**config.mk**
```make
export PLATFORM = sky130hd
export DESIGN_NAME = uart_rx_pkt_ctrl
export DESIGN_NICKNAME = d
export VERILOG_FILES = /design/src/rtl/uart_pkg.sv /design/src/rtl/uart_sat_cnt.sv /design/src/rtl/uart_rx_pkt_ctrl.sv
export SDC_FILE = /design/constraint.sdc
export NUM_CORES = 1
export LEC_CHECK = 0
export ABC_AREA = 1
export BUFFER_PORTS_ARGS = -buffer_cell sky130_fd_sc_hd__buf_2
export CORE_ASPECT_RATIO = 0.9
export CORE_MARGIN = 2
export CORE_UTILIZATION = 55
export DETAILED_ROUTE_END_ITERATION = 10
export PLACE_DENSITY = 0.82
export SYNTH_ARGS = -nofsm -noshare
export SYNTH_HDL_FRONTEND = slang
export SYNTH_SLANG_ARGS = --single-unit
export TNS_END_PERCENT = 50
```
**constraint.sdc**
```tcl
create_clock -name clk -period 2.6 [get_ports clk]
set_input_delay 0.13 -clock clk [delete_from_list [all_inputs] [get_ports clk]]
set_output_delay 0.13 -clock clk [all_outputs]
set_load 0.05 [all_outputs]
```
**src/rtl/uart_pkg.sv**
```systemverilog
// rtl/uart_pkg.sv - shared state encoding, constants and helpers for the UART packet controller
package uart_pkg;

  typedef enum logic [2:0] {
    ST_HUNT,
    ST_LEN,
    ST_DATA,
    ST_CHK,
    ST_DRAIN
  } state_e;

  localparam logic [7:0] SYNC_BYTE_DEF = 8'hA5;
  localparam int         CNT_W         = 8;

  function automatic logic [CNT_W-1:0] sat_inc(input logic [CNT_W-1:0] v);
    return (v == {CNT_W{1'b1}}) ? v : v + CNT_W'(1);
  endfunction

endpackage

```
**src/rtl/uart_sat_cnt.sv**
```systemverilog
// rtl/uart_sat_cnt.sv - saturating status counter with synchronous clear
module uart_sat_cnt
  import uart_pkg::*;
(
  input  logic             clk,
  input  logic             resetb,
  input  logic             clr_i,
  input  logic             inc_i,
  output logic [CNT_W-1:0] cnt_o
);

  logic [CNT_W-1:0] cnt_q;

  // Clear takes priority so a clear coinciding with an event still yields zero.
  always_ff @(posedge clk or negedge resetb) begin
    if (!resetb) begin
      cnt_q <= '0;
    end else if (clr_i) begin
      cnt_q <= '0;
    end else if (inc_i) begin
      cnt_q <= sat_inc(cnt_q);
    end
  end

  assign cnt_o = cnt_q;

endmodule

```
**src/rtl/uart_rx_pkt_ctrl.sv**
```systemverilog
// rtl/uart_rx_pkt_ctrl.sv - hunts SYNC/LEN/payload/CHK packets from the UART receiver and replays payloads
module uart_rx_pkt_ctrl
  import uart_pkg::*;
#(
  parameter logic [7:0] SYNC_BYTE     = SYNC_BYTE_DEF,
  parameter int         MAX_LEN       = 16,
  parameter int         TIMEOUT_WIDTH = 16
) (
  input  logic                     clk,
  input  logic                     resetb,
  input  logic                     enable,
  input  logic [TIMEOUT_WIDTH-1:0] timeout,
  input  logic                     clear_cnt,
  input  logic                     rx_re,
  input  logic                     rx_error,
  input  logic [7:0]               rx_data,
  output logic                     out_valid,
  input  logic                     out_ready,
  output logic [7:0]               out_data,
  output logic                     out_last,
  output logic [CNT_W-1:0]         good_cnt,
  output logic [CNT_W-1:0]         chk_err_cnt,
  output logic [CNT_W-1:0]         frame_err_cnt,
  output logic [CNT_W-1:0]         drop_cnt
);

  localparam int                       IDX_W     = (MAX_LEN > 1) ? $clog2(MAX_LEN) : 1;
  localparam logic [7:0]               MAX_LEN_B = 8'(MAX_LEN);
  localparam logic [TIMEOUT_WIDTH-1:0] TMO_ONE   = TIMEOUT_WIDTH'(1);

  state_e                   state_q, state_d;
  logic [7:0]               len_q, len_d;
  logic [7:0]               chk_q, chk_d;
  logic [7:0]               idx_q, idx_d;
  logic [7:0]               rd_q, rd_d;
  logic [TIMEOUT_WIDTH-1:0] tmo_q, tmo_d;
  logic [7:0]               buf_q [MAX_LEN];

  logic buf_we, inc_good, inc_chk, inc_frame, inc_drop;
  logic err, re, tmo_hit, hs;
  logic [7:0] idx_inc;

  // Error wins over a simultaneous good-byte strobe; both are ignored while disabled.
  assign err     = enable && rx_error;
  assign re      = enable && rx_re && !rx_error;
  assign tmo_hit = (timeout != '0) && ((tmo_q + TMO_ONE) == timeout);
  assign idx_inc = idx_q + 8'd1;

  assign out_valid = (state_q == ST_DRAIN);
  assign out_data  = out_valid ? buf_q[rd_q[IDX_W-1:0]] : 8'h00;
  assign out_last  = out_valid && (rd_q == (len_q - 8'd1));
  assign hs        = out_valid && out_ready;

  always_comb begin
    state_d   = state_q;
    len_d     = len_q;
    chk_d     = chk_q;
    idx_d     = idx_q;
    rd_d      = rd_q;
    tmo_d     = '0;
    buf_we    = 1'b0;
    inc_good  = 1'b0;
    inc_chk   = 1'b0;
    inc_frame = 1'b0;
    inc_drop  = 1'b0;
    if (!enable) begin
      state_d = ST_HUNT;
    end else begin
      case (state_q)
        ST_HUNT: begin
          if (err) begin
            inc_frame = 1'b1;
          end else if (re && (rx_data == SYNC_BYTE)) begin
            state_d = ST_LEN;
          end
        end
        ST_LEN, ST_DATA, ST_CHK: begin
          if (err) begin
            inc_frame = 1'b1;
            state_d   = ST_HUNT;
          end else if (re) begin
            case (state_q)
              ST_LEN: begin
                if ((rx_data != 8'h00) && (rx_data <= MAX_LEN_B)) begin
                  len_d   = rx_data;
                  chk_d   = rx_data;
                  idx_d   = 8'h00;
                  state_d = ST_DATA;
                end else begin
                  inc_frame = 1'b1;
                  state_d   = ST_HUNT;
                end
              end
              ST_DATA: begin
                buf_we = 1'b1;
                chk_d  = chk_q ^ rx_data;
                idx_d  = idx_inc;
                if (idx_inc == len_q) begin
                  state_d = ST_CHK;
                end
              end
              default: begin
                if (rx_data == chk_q) begin
                  inc_good = 1'b1;
                  rd_d     = 8'h00;
                  state_d  = ST_DRAIN;
                end else begin
                  inc_chk = 1'b1;
                  state_d = ST_HUNT;
                end
              end
            endcase
          end else if (tmo_hit) begin
            inc_frame = 1'b1;
            state_d   = ST_HUNT;
          end else begin
            tmo_d = tmo_q + TMO_ONE;
          end
        end
        ST_DRAIN: begin
          inc_frame = err;
          inc_drop  = re;
          if (hs) begin
            rd_d = rd_q + 8'd1;
            if (out_last) begin
              state_d = ST_HUNT;
            end
          end
        end
        default: state_d = ST_HUNT;
      endcase
    end
  end

  always_ff @(posedge clk or negedge resetb) begin
    if (!resetb) begin
      state_q <= ST_HUNT;
      len_q   <= 8'h00;
      chk_q   <= 8'h00;
      idx_q   <= 8'h00;
      rd_q    <= 8'h00;
      tmo_q   <= '0;
    end else begin
      state_q <= state_d;
      len_q   <= len_d;
      chk_q   <= chk_d;
      idx_q   <= idx_d;
      rd_q    <= rd_d;
      tmo_q   <= tmo_d;
    end
  end

  always_ff @(posedge clk) begin
    if (buf_we) begin
      buf_q[idx_q[IDX_W-1:0]] <= rx_data;
    end
  end

  uart_sat_cnt u_good_cnt (
    .clk(clk), .resetb(resetb), .clr_i(clear_cnt), .inc_i(inc_good), .cnt_o(good_cnt)
  );
  uart_sat_cnt u_chk_err_cnt (
    .clk(clk), .resetb(resetb), .clr_i(clear_cnt), .inc_i(inc_chk), .cnt_o(chk_err_cnt)
  );
  uart_sat_cnt u_frame_err_cnt (
    .clk(clk), .resetb(resetb), .clr_i(clear_cnt), .inc_i(inc_frame), .cnt_o(frame_err_cnt)
  );
  uart_sat_cnt u_drop_cnt (
    .clk(clk), .resetb(resetb), .clr_i(clear_cnt), .inc_i(inc_drop), .cnt_o(drop_cnt)
  );

endmodule
```
# Yosys cells after proc, flatten, opt, wreduce, memory -nomap -nowiden
# Memory sizes are Yosys's and may differ from the RTL's.
# Cells that the tools add are included.
[totals] out_inout_bits=42 ramBits=128 input_bits=31 memories=1 ff_bits=83 word_cells=149
[memory_table] memory="buf_q" depth=16 word_bits=8 read_ports=1 rd_clocked_by_memory_dff=0 write_ports=1 line="uart_rx_pkt_ctrl.sv:37" rtl="logic [7:0] buf_q [MAX_LEN];"
[classes] n_mux=70 n_lt_le_gt_ge=1 bitwise_logic=2 addsub=8 n_eq_ne=29 n_reduce_logical=28
[op_table] op="8-bit two-way mux" count=20
[op_table] op="16-bit two-way mux" count=5
[op_table] op="8-bit by 1-bit adder with 8-bit output, second input constant" count=6
[op_table] op="8-bit case mux with 2 select lines" count=3
[op_table] op="8-bit equality test, second input constant" count=5
[op_table] op="3-bit two-way mux" count=10
[op_table] op="1-bit two-way mux" count=28
[op_table] op="8-bit equality test" count=3
[op_table] op="2-bit inequality test, second input constant" count=9
[op_table] op="6-bit AND reduction" count=3
[op_table] op="16-bit by 1-bit adder with 16-bit output, second input constant" count=1
[op_table] op="16-bit equality test" count=1
[op_table] op="16-bit nonzero test" count=1
[op_table] op="2-bit nonzero test" count=6
[op_table] op="3-bit case mux with 3 select lines" count=1
[op_table] op="8-bit by 5-bit <= comparator with 1-bit output, second input constant" count=1
[op_table] op="1-bit logical AND" count=8
[op_table] op="2-bit AND reduction" count=4
[op_table] op="8-bit nonzero test" count=1
[op_table] op="8-bit by 1-bit subtractor with 8-bit output, second input constant" count=1
[op_table] op="8-bit XOR" count=1
[op_table] op="7-bit AND reduction" count=1
[op_table] op="3-bit by 2-bit equality test with 1-bit output, second input constant" count=2
[op_table] op="3-bit by 2-bit inequality test with 1-bit output, second input constant" count=2
[op_table] op="14 further kinds" count=15

# Logic depth before layout (Yosys ltp)
[logic_depth] word_depth=10 ltp_mapped=16 depth_no_buf=16

# Hierarchy
# From an unflattened synthesis, not the netlist that was laid out.
[hier_totals] cells_unflattened=1168 area_unflattened_um2=10795.4
[by_module_without_submodules] module="uart_rx_pkt_ctrl" cells_each=888 seq_area_each_um2=5119.9 area_each_um2=8793.4 instances=1
[by_module_without_submodules] module="uart_sat_cnt" cells_each=70 seq_area_each_um2=200.2 area_each_um2=500.5 instances=4

# Worst setup path after synthesis
# No wires, ideal clock.
[synth_path] kind="register to output" start="reg rd_q[0]" end="out out_data[3]" stages_incl_launch_ff=8 setup_slack_ps=194 n_path_buf=2 t_required_ps=2470 arrival_ps=2276 path_cell_list="dfrtp_1 > inv_1 > clkbuf_1 > clkbuf_1 > nor2_1 > o32ai_1 > nand2_1 > a31oi_1"
[synth_via] elab_chain_len=2
[synth_lines] element="start, declared" line="uart_rx_pkt_ctrl.sv:35" rtl="logic [7:0] rd_q, rd_d;"
[synth_lines] element="start signal, assigned" line="uart_rx_pkt_ctrl.sv:148" rtl="rd_q <= rd_d;"
[synth_lines] element="memory 16 x 8 bit"
[synth_lines] element="8-bit two-way mux" line="uart_rx_pkt_ctrl.sv:50" rtl="assign out_data = out_valid ? buf_q[rd_q[IDX_W-1:0]] : 8'h00;"
[synth_lines] element="end, declared" line="uart_rx_pkt_ctrl.sv:19" rtl="output logic [7:0] out_data,"
# Every way passes these cells.

# Worst setup path in the final report
[layout_path] start="reg rd_q[1]" end="out out_data[6]"
# Same word-level chain as after synthesis.

==> summary.md <==
- yosys synthesis warning count: 0
- static leakage: 5.06 nW
- Die Area: 19900 sq um
- Top delay family on crit path: compound AO/OA/AOI/OAI gates
- initial antenna violation count: 1
- buffering stage count on the worst path with inverters included: 2
- post-synth top area cell: sky130_fd_sc_hd__edfxtp_1
- post-route setup TNS: 0 ns
- Power Total: 9.38 mW
- overall overflow remaining after global route: 0
- setup repair after global routing missed its margin: yes
- met2 track demand over resource in global routing: 39.2%
- I/O Pins: 73
- effective utilization at floorplan: 56.2%
- final clock skew: 0.0103 ns
- Slew Limit Headroom: 45.5%
- share of the synthesized area in the top cell type: 37.2%
- met1 track utilization from global routing: 33.9%
- maximum number of pins on one net before global-route repair: 48
- H-tree depth: 1
- Global Route Usage Sum: 24.5%
- Worst path slowest cell: sky130_fd_sc_hd__dfrtp_4
- pwr dens: 775 nW/um^2
- Critical Path Max Stage Delay: 0.52 ns
- number of maximum-capacitance violations: 0
- root buffer selected by CTS: sky130_fd_sc_hd__clkbuf_16
- synth unique cells: 39
- Most Crowded Layer GR: met2
- number of buffers created by CTS: 22
- Post-Route WL: 24300 um
- area delta synth->final: 17.2%
- number of sinks on the clock net: 211
- total number of vias: 8230
- Core Region: 18400 sq um
- deepest clock path buffer count: 3
- mapped cell area: 10300 sq um
- number of nets in the final layout: 1243
- synthesized netlist cell count: 1089
- fraction of layout cells with a size suffix above 1: 15.6%
- EDFF count, synth: 128
- Die Wd: 149 um
- worst setup slack after layout: 0.0611 ns
- Slew @ Worst Pin: 0.816 ns
- sort of element at the end of the critical path: output port
- total of buffers placed on input and output ports: 72
- number of placement rows: 47
- share of synthesized area occupied by flip-flops and latches: 57.3%
- predominant post-synthesis flop cell: sky130_fd_sc_hd__edfxtp_1
- Arr. time, crit path: 2.41 ns
- TritonCTS clock tree: done
- Critical Path Start Type: register
- insertion delay of the later-clocked pin in the worst-skew pair: 0.50 ns
- class of the most critical setup path: reg2out
- DRC violations left: 0
- weighted congestion at the end of routability-driven global placement: 0.913
- final critical-path required period: 2.54 ns
- Vias per Instance: 5.63
- top area cells in the synthesized netlist: sky130_fd_sc_hd__edfxtp_1 37%, sky130_fd_sc_hd__dfrtp_1 20%, sky130_fd_sc_hd__nand2_1 7.3%, sky130_fd_sc_hd__nor2_1 6.2%, sky130_fd_sc_hd__inv_1 3.8%
- DR iter-0 viols: 883
- CTS clock-pin slew for the worst setup and hold paths: 0.06 ns
- worst hold path class: in2reg
- DPL Wire Length: 16400 um
- pre-CTS worst setup slack: 0.310 ns
- wire length per cell after detailed routing: 16.6 um
- period utilization: 97.7%
- wire length of the first global-routing pass: 38800 um
- grt met3 use: 5.58%
- Max Slew Vio Count: 0
- run status: finished clean
- chip height: 134 um
- proportion of synthesized flip-flops having asynchronous set or reset: 39.3%
- crit-path cells: buf_4 > o21ai_0 > o221ai_1 > nand3_1 > a31oi_1 > clkbuf_4
- Worst VDD drop: 0.441 mV
- worst-path maximum fanout: 20
- remaining antenna violation count: 0
- flip-flop and latch count after synthesis: 211
- Achievable Freq: 0.394 GHz
- number of nets produced by synthesis: 1131
- first-pass iteration count of the detailed router: 6
- count of endpoints failing hold in the final timing report: 0
- mean cell area of the mapped netlist: 9.49 sq um
- data required time at the worst endpoint: 2.47 ns
- Setup-failing EPs final: 0
- vias in the first global route: 7701
- worst hold slack across all endpoints: 0.0287 ns
## per-layer routing
layer  up-vias  wire, um  share of wire [%]
met2       289     11500                 47
met3        51      2050                8.4
met5         -         0                  0
li1       3955         -                  -
met4         0       620                2.5
met1      3935     10200                 42
## Yosys cell counts (3+ instances only)
cell type and count:
sky130_fd_sc_hd__a21oi_1 18, sky130_fd_sc_hd__a31oi_1 10, sky130_fd_sc_hd__buf_1 3, sky130_fd_sc_hd__clkbuf_1 26, sky130_fd_sc_hd__dfrtp_1 83, sky130_fd_sc_hd__edfxtp_1 128
sky130_fd_sc_hd__ha_1 11, sky130_fd_sc_hd__inv_1 106, sky130_fd_sc_hd__inv_2 3, sky130_fd_sc_hd__mux2i_1 11, sky130_fd_sc_hd__nand2_1 200, sky130_fd_sc_hd__nand2_2 7
sky130_fd_sc_hd__nand3_1 71, sky130_fd_sc_hd__nand3_4 3, sky130_fd_sc_hd__nand4_1 25, sky130_fd_sc_hd__nor2_1 170, sky130_fd_sc_hd__nor2_2 11, sky130_fd_sc_hd__nor2_4 5
sky130_fd_sc_hd__nor3_1 18, sky130_fd_sc_hd__o211ai_1 5, sky130_fd_sc_hd__o21ai_0 75, sky130_fd_sc_hd__o21bai_1 5, sky130_fd_sc_hd__o221ai_1 11, sky130_fd_sc_hd__o22ai_1 7
sky130_fd_sc_hd__o32ai_1 21, sky130_fd_sc_hd__xnor2_1 15, sky130_fd_sc_hd__xor2_1 22
## power breakdown
group | switching (mW) | leakage, nW | internal [mW] | total [mW]
sequential | 0.184 | 2.24 | 3.71 | 3.90
clock | 1.26 | 0.372 | 2.04 | 3.30
combinational | 1.43 | 2.45 | 0.751 | 2.18
total | 2.88 | 5.06 | 6.50 | 9.38
## through the flow
stage	instance area (sq um)	cells	utilization, %
after global placement	11200	1414	60.8
after global routing	12100	1462	65.8
after detailed placement	11200	1414	60.8
final	12100	1463	65.8
after CTS	12000	1460	65.5
after floorplan	10300	1089	-
## state kept, by name, summed over array words and instances, names as in the netlist
name,flops
buf_q,128
tmo_q,16
u_drop_cnt.cnt_o,8
rd_q,8
u_good_cnt.cnt_o,8
u_chk_err_cnt.cnt_o,8
idx_q,8
state_q,3
u_frame_err_cnt.cnt_o,8
len_q,8
chk_q,8
## worst paths after layout
check,slack (ns),endpoint,from,depth (start not counted)
max reg2reg,0.30,state_q[0],tmo_q[0],16
max in group asynchronous,1.83,rd_q[0],resetb,3
min reg2reg,0.49,u_good_cnt.cnt_o[7],u_good_cnt.cnt_o[7],1
min,0.03,buf_q[0][1],rx_data[1],1
max,0.06,out_data[6],rd_q[1],6
min in group asynchronous,0.13,u_drop_cnt.cnt_o[4],resetb,2
## cells by family (layout without fill, tap and decap cells)
logic type               Yosys count  in the layout  synth area share (%)
buffers and inverters            141            269                  5.22
multiplexers                      11             11                  1.07
AND/OR/NAND/NOR                  515            515                  21.9
AO/OA/AOI/OAI                    161            161                  9.67
XOR/XNOR                          39             39                  3.57
flip-flops                       211            211                  57.3
adder cells (fa/ha/maj)           11             11                  1.33
other                              0              1                     0
## worst reg2reg max path, cell delays in order, from the launching register on
cell                      delay [ns]
sky130_fd_sc_hd__dfrtp_1        0.42
sky130_fd_sc_hd__ha_1           0.27
sky130_fd_sc_hd__nand2_2        0.11
sky130_fd_sc_hd__nor2_4         0.16
sky130_fd_sc_hd__nand2_1        0.07
sky130_fd_sc_hd__nand2_1        0.08
sky130_fd_sc_hd__nand2_1        0.08
sky130_fd_sc_hd__nand2_1        0.06
sky130_fd_sc_hd__nand3_1        0.06
sky130_fd_sc_hd__nor2_1         0.10
sky130_fd_sc_hd__nand3_1        0.11
sky130_fd_sc_hd__nor2_2         0.11
sky130_fd_sc_hd__nand2_2        0.09
sky130_fd_sc_hd__nand3_4        0.22
sky130_fd_sc_hd__nand2_1        0.12
sky130_fd_sc_hd__nand2_1        0.07
sky130_fd_sc_hd__nand2_1        0.05
## layout make-up
class                           instances  area, sq um
Fill cell                            1358         6300
Tap cell                              245          307
Sequential cell                       211         5930
Clock inverter                         12          159
Antenna cell                            1         2.50
Clock buffer                           28          604
Inverter                              109          412
Multi-Input combinational cell        737         3910
Timing Repair Buffer                  120          791
## cells in the final DEF, fill, tap and decap left out, drive strengths merged, types with 15 or more instances in the layout
cell type / count
nand3: 74
dfrtp: 83
edfxtp: 128
nand2: 209
buf: 110
o32ai: 21
nor3: 18
o21ai: 75
inv: 109
nand4: 25
a21oi: 20
xnor2: 15
xor2: 22
nor2: 186
clkbuf: 32
## timing repair
item                       4_1_cts  5_1_grt
setup buffers                    0        2
hold buffers                     6        0
gates cloned                     0        0
hold endpoints to repair        52        0
resized for setup                8       14
setup endpoints to repair        7        7
Power figures use the tool's default switching activity.
